<file path="src/rtl/vga_band_display.sv">
// vga_band_display: 640x480 VGA timing generator for the MiniAlu display stage.
// The visible frame is split into four horizontal bands, each painted from a
// colour register written by the ALU.
// Optional build macro VGA_FRAME_SYNC_WRITE_EN: colour writes land in shadow
// registers and are committed to the active bands on entry to vertical blanking.
module vga_band_display #(
    parameter int unsigned H_VISIBLE = 640,
    parameter int unsigned H_FRONT   = 16,
    parameter int unsigned H_SYNC    = 96,
    parameter int unsigned H_BACK    = 48,
    parameter int unsigned V_VISIBLE = 480,
    parameter int unsigned V_FRONT   = 10,
    parameter int unsigned V_SYNC    = 2,
    parameter int unsigned V_BACK    = 33,
    parameter int unsigned CLK_DIV   = 2
) (
    input  logic       Clock,
    input  logic       Reset,
    input  logic       iColorWriteEnable,
    input  logic [1:0] iColorAddr,
    input  logic [2:0] iColorData,
    output logic       oVGA_R,
    output logic       oVGA_G,
    output logic       oVGA_B,
    output logic       oHSync,
    output logic       oVSync,
    output logic [9:0] oRow,
    output logic [9:0] oCol,
    output logic       oVisible
);

    localparam int unsigned H_TOTAL = H_VISIBLE + H_FRONT + H_SYNC + H_BACK;
    localparam int unsigned V_TOTAL = V_VISIBLE + V_FRONT + V_SYNC + V_BACK;
    localparam int unsigned BandH   = V_VISIBLE / 4;
    localparam int unsigned DivW    = (CLK_DIV > 1) ? $clog2(CLK_DIV) : 1;

    localparam logic [DivW-1:0] DivLast = DivW'(CLK_DIV - 1);
    localparam logic [9:0] ColLast        = 10'(H_TOTAL - 1);
    localparam logic [9:0] RowLast        = 10'(V_TOTAL - 1);
    localparam logic [9:0] ColVisEnd      = 10'(H_VISIBLE);
    localparam logic [9:0] RowVisEnd      = 10'(V_VISIBLE);
    localparam logic [9:0] RowLastVisible = 10'(V_VISIBLE - 1);
    localparam logic [9:0] HSyncStart     = 10'(H_VISIBLE + H_FRONT);
    localparam logic [9:0] HSyncEnd       = 10'(H_VISIBLE + H_FRONT + H_SYNC - 1);
    localparam logic [9:0] VSyncStart     = 10'(V_VISIBLE + V_FRONT);
    localparam logic [9:0] VSyncEnd       = 10'(V_VISIBLE + V_FRONT + V_SYNC - 1);
    localparam logic [9:0] Band1Start     = 10'(BandH);
    localparam logic [9:0] Band2Start     = 10'(2 * BandH);
    localparam logic [9:0] Band3Start     = 10'(3 * BandH);

    logic [DivW-1:0] divCnt;
    logic            pixelTick;
    logic            colWrap;
    logic            hSyncActive;
    logic            vSyncActive;
    logic [1:0]      band;
    logic [2:0]      pixelColor;
    logic [2:0]      rgbQ;
    logic [2:0]      bandColor [4];

    // With CLK_DIV=1 the divider stays at 0 and every clock is a tick
    assign pixelTick   = (divCnt == DivLast);
    assign colWrap     = (oCol == ColLast);
    assign oVisible    = (oCol < ColVisEnd) && (oRow < RowVisEnd);
    assign hSyncActive = (oCol >= HSyncStart) && (oCol <= HSyncEnd);
    assign vSyncActive = (oRow >= VSyncStart) && (oRow <= VSyncEnd);

    assign {oVGA_R, oVGA_G, oVGA_B} = rgbQ;

    // Band index from row by threshold compares (no divider)
    always_comb begin
        band = 2'd3;
        if (oRow < Band1Start) begin
            band = 2'd0;
        end else if (oRow < Band2Start) begin
            band = 2'd1;
        end else if (oRow < Band3Start) begin
            band = 2'd2;
        end
    end

    // Colour for the current position; black outside the visible region
    always_comb begin
        pixelColor = 3'b000;
        if (oVisible) begin
            pixelColor = bandColor[band];
        end
    end

    // Pixel-clock divider: tick on the last count, then wrap
    always_ff @(posedge Clock or posedge Reset) begin
        if (Reset) begin
            divCnt <= '0;
        end else if (pixelTick) begin
            divCnt <= '0;
        end else begin
            divCnt <= divCnt + 1'b1;
        end
    end

    // Column/row counters advance once per pixel tick
    always_ff @(posedge Clock or posedge Reset) begin
        if (Reset) begin
            oCol <= '0;
            oRow <= '0;
        end else if (pixelTick) begin
            if (colWrap) begin
                oCol <= '0;
                oRow <= (oRow == RowLast) ? 10'd0 : oRow + 10'd1;
            end else begin
                oCol <= oCol + 10'd1;
            end
        end
    end

    // Sync and RGB sampled from pre-increment counters, one tick behind them
    always_ff @(posedge Clock or posedge Reset) begin
        if (Reset) begin
            oHSync <= 1'b1;
            oVSync <= 1'b1;
            rgbQ   <= 3'b000;
        end else if (pixelTick) begin
            oHSync <= ~hSyncActive;
            oVSync <= ~vSyncActive;
            rgbQ   <= pixelColor;
        end
    end

`ifdef VGA_FRAME_SYNC_WRITE_EN
    logic [2:0] shadowColor [4];
    logic       commitTick;

    // Row goes from last visible line into vertical blanking on this tick
    assign commitTick = pixelTick && colWrap && (oRow == RowLastVisible);

    // Writes land in shadows; the active bands reload only at blanking entry
    always_ff @(posedge Clock or posedge Reset) begin
        if (Reset) begin
            for (int i = 0; i < 4; i++) begin
                shadowColor[i] <= 3'b000;
                bandColor[i]   <= 3'b000;
            end
        end else begin
            if (iColorWriteEnable) begin
                shadowColor[iColorAddr] <= iColorData;
            end
            // Non-blocking read: a write on this edge commits next frame
            if (commitTick) begin
                for (int i = 0; i < 4; i++) begin
                    bandColor[i] <= shadowColor[i];
                end
            end
        end
    end
`else
    // Writes update the active band immediately, even mid-frame
    always_ff @(posedge Clock or posedge Reset) begin
        if (Reset) begin
            for (int i = 0; i < 4; i++) begin
                bandColor[i] <= 3'b000;
            end
        end else if (iColorWriteEnable) begin
            bandColor[iColorAddr] <= iColorData;
        end
    end
`endif

endmodule

</file>
<file path="config.mk">
export PLATFORM = sky130hd
export DESIGN_NAME = vga_band_display
export DESIGN_NICKNAME = d
export VERILOG_FILES = /design/src/rtl/vga_band_display.sv
export SDC_FILE = /design/constraint.sdc
export NUM_CORES = 1
export LEC_CHECK = 0
export CAP_MARGIN = 40
export CORE_AREA = 2 2 69 71
export DETAILED_ROUTE_END_ITERATION = 12
export DIE_AREA = 0 0 71 73
export GPL_TIMING_DRIVEN = 0
export PLACE_DENSITY_LB_ADDON = 0.12
export SLEW_MARGIN = 0
export SYNTH_ARGS = -nofsm -noshare
export SYNTH_HDL_FRONTEND = slang
export SYNTH_SLANG_ARGS = --single-unit
</file>
<file path="constraint.sdc">
create_clock -name Clock -period 1.36 [get_ports Clock]
set_input_delay 0.272 -clock Clock [delete_from_list [all_inputs] [get_ports Clock]]
set_output_delay 0.272 -clock Clock [all_outputs]
set_load 0.03 [all_outputs]
</file>
==> flow_metrics.py <==
metrics = {
    "floorplanning": {
        "fp.dieArea_sq_um": 5180,
        "rows": 25,
        "die_y_um": 73,
        "design.core.area_sq_um": 4540,
        "die_w_um": 71,
        "io_pins": 34,
        "start_util": 0.451,
    },
    "power_and_ir_drop": {
        "intPower_uw": 1780,
        "seq_power_share": 0.538,
        "p_sw_frac": 0.247,
        "p_sw_uw": 584,
        "pwr-share-clk": 0.342,
        "p_leak_uw": 0.00119,
        "ir_drop_mv": 0.781,
        "power_density_nw_per_um2": 807,
        "power_frac_comb": 0.120,
    },
    "synthesis": {
        "synth-simple-area-share": 0.249,
        "synthMuxAreaShare": 0.0856,
        "synth_compound_area_frac": 0.0709,
        "postSynthCellCount": 191,
        "ys_async_sr_fraction": 1.00,
        "syn-num-nets": 203,
        "synth-edff-count": 0,
        "synth_area_sq_um": 2050,
        "ys_ff_latch": 38,
        "synth_cell_types": 45,
        "synth_top_area_frac": 0.440,
        "yosysSeqAreaShare": 0.466,
        "syn_area_per_cell_sq_um": 10.7,
        "synth_area_leader_cell": "dfrtp_1",
        "ys_top_cells_by_area": "dfrtp_1, mux2_2, xnor2_1",
        "synthAdderAreaFrac": 0.0244,
        "synthXorXnorAreaFrac": 0.0599,
        "synth_top_flop_cell": "dfrtp_1",
        "ys_warn_count": 0,
        "synth_top_family_by_area": "simple AND/OR/NAND/NOR gates",
    },
    "finish": {
        "final_common_cell": "dfrtp_2",
        "design_area_sq_um": 2930,
        "fin_util": 0.646,
        "nets": 260,
        "synthToLayoutAreaGrowth_pct": 43.2,
        "layout_common_cells": "dfrtp_2, dfrtp_1, nor2_1, buf_4, mux2_2",
        "layout-drive-gt1-share": 0.458,
        "n_antenna_cell": 0,
        "n_fill_cell": 355,
    },
    "critical_path": {
        "cp_data_required_time_ns": 1.09,
        "crit_chain": "buf_6 -> and3_4 -> and2_4 -> nor3_4 -> buf_6",
        "reg2reg_slack_ns": -0.25,
        "cp-end-kind": "output pin",
        "slowest_stage": "dfrtp_2",
        "critical_path_class": "reg -> out",
        "start_kind": "register",
        "cp.arrival_ns": 1.43,
        "r2r_end": "oRow[3]$_DFFE_PP0P_",
        "ff2ff_path_depth": 6,
        "critPathMaxFanout": 3,
        "max_stage_delay_ns": 0.41,
        "cpMostUsedCell": "buf_6",
        "r2r_start": "oRow[5]$_DFFE_PP0P_",
    },
    "cts": {
        "cts_root_buf": "clkbuf_8",
        "insertion_delay_ns": 0.28,
        "cts_buffers": 5,
        "cts_tree": "yes",
        "path_clk_slew_ns": 0.07,
        "h-tree-depth": 2,
        "cts_max_path_buffers": 2,
        "cts_sinks": 38,
    },
    "timing": {
        "holdWs_ns": 0.460,
        "worstMarginPinSlew_ns": 0.857,
        "setup_viol": 15,
        "setup_tns_ns": -2.45,
        "rsz0062_at_grt": "true",
        "layout_min_cycle_time_ns": 1.70,
        "clock.fmax_mhz": 587,
        "fin_crit_sh": 1.25,
        "fin_skew_ns": 0.00320,
        "max_slew_margin": 0.428,
        "finalWorstSetupSlack_ns": -0.344,
        "finalHoldViolCount": 0,
        "drv_slew": 0,
    },
    "route": {
        "via_count": 1734,
        "ant_nets": 0,
        "detail_route.wirelength_um": 4990,
        "viasPerCell": 5.72,
        "drtIter0Drc": 69,
        "drc": 0,
        "detail_route.first_pass.iterations": 4,
        "wl_per_cell_um": 16.5,
    },
    "global_route": {
        "busiest_layer": "met2",
        "overflow": 0,
        "met1_usage": 0.238,
        "grt_pass1_vias": 1690,
        "grtUsageMet2": 0.349,
        "antenna_found_initial": 0,
        "grt_start_max_net_pins": 21,
        "grt.total_usage": 0.197,
        "grt_first_pass_wirelength_um": 8000,
        "use_met3": 0.0456,
    },
    "worst_hold_path": {
        "hp-class": "in -> async",
    },
    "placed_design": {
        "placed_area_sq_um": 2630,
        "dpl.hpwl_um": 3420,
        "io_buffers": 33,
        "gp_congestion": 0.859,
    },
    "outcome": {
        "status": "finished with violations",
        "violations": "setup timing",
    },
    "job": {
        "maxCapViolCount": 0,
    },
}
-- area by class of cell --
cell class	instances	area [sq um]	share of cell area
multi-input cells	133	1200	0.410
flip-flops and latches	38	980	0.334
repair buffers	51	449	0.153
plain buffers	10	109	0.0371
clock buffers	8	90.1	0.0307
well taps	54	67.6	0.0231
inverters	9	33.8	0.0115
-- worst max-delay path by stage --
stage | endpoint | start | slack [ns] | cells past startpoint
floorplan | oRow[2]$_DFFE_PP0P_ | oRow[5]$_DFFE_PP0P_ | -0.23 | 5
global placement | oVisible | oRow[7]$_DFFE_PP0P_ | -0.68 | 5
detailed placement | oVisible | oRow[7]$_DFFE_PP0P_ | -0.69 | 5
CTS | oVisible | oRow[7]$_DFFE_PP0P_ | -0.41 | 5
global route | oVisible | oRow[5]$_DFFE_PP0P_ | -0.38 | 5
finish | oVisible | oRow[7]$_DFFE_PP0P_ | -0.34 | 5
-- synth_stat cells, types with 2 or more instances --
library cell,n
nand2b_1,2
inv_1,9
nor4_2,3
buf_2,6
nand4b_1,2
nand2_1,9
xnor2_1,10
dfrtp_1,36
nor4b_1,2
dfstp_2,2
a311oi_1,3
o221ai_1,3
nand3b_1,3
nor3_1,4
and3_1,4
o21ai_0,4
nor4_1,6
nor2_1,14
clkbuf_1,4
and4_1,2
mux2_2,12
mux2i_1,4
xor2_1,4
ha_1,4
nand3_1,10
nand4_1,9
o311ai_0,2
-- state kept, by name, summed over array words and instances, names as in the netlist --
signal     flops
oRow          10
oHSync         1
divCnt         1
rgbQ           3
oCol          10
oVSync         1
bandColor     12
-- power by group through the flow --
stage / clock network (uW) / logic [uW] / registers [uW]
floorplan: 0 / 147 / 1310
global placement: 0 / 262 / 1290
detailed placement: 0 / 282 / 1290
CTS: 819 / 282 / 1270
global route: 872 / 305 / 1280
finish: 808 / 284 / 1270
-- kinds of logic (layout without fill, tap and decap cells) --
family,after synthesis,count (layout)
AOI/OAI and AO/OA,19,19
muxes,16,16
xor gates and xnor gates,14,14
DFF,38,38
buffers and inverters,20,78
adders and majority gates,4,4
and+or+nand+nor,80,80
-- per-stage QoR --
step,cells,total power [uW],setup WS [ns]
after floorplan,191,1460,-0.229
after global placement,278,1550,-0.677
after detailed placement,279,1570,-0.689
after CTS,299,2370,-0.412
after global routing,303,2460,-0.381
final,303,2360,-0.344
-- per-layer routing --
layer,vias up,share of wire
met5,-,0
met3,8,0.034
met2,35,0.55
li1,817,-
met1,874,0.41
met4,0,0.012
-- what timing repair did --
| action | in CTS | in global routing |
|---|---|---|
| pin swaps | 15 | 7 |
| resized for setup | 93 | 23 |
| setup endpoints to repair | 48 | 30 |
| setup buffers | 13 | 5 |
| hold endpoints to repair | 0 | 0 |
| hold buffers | 0 | 0 |
-- worst max-delay path, delay by kind of cell (launching register included) --
family                 cells  cell delay (ns)
and+or+nand+nor            3             0.48
DFF                        1             0.41
buffers and inverters      2             0.26
Note: power is estimated with default switching activity, not from simulation.
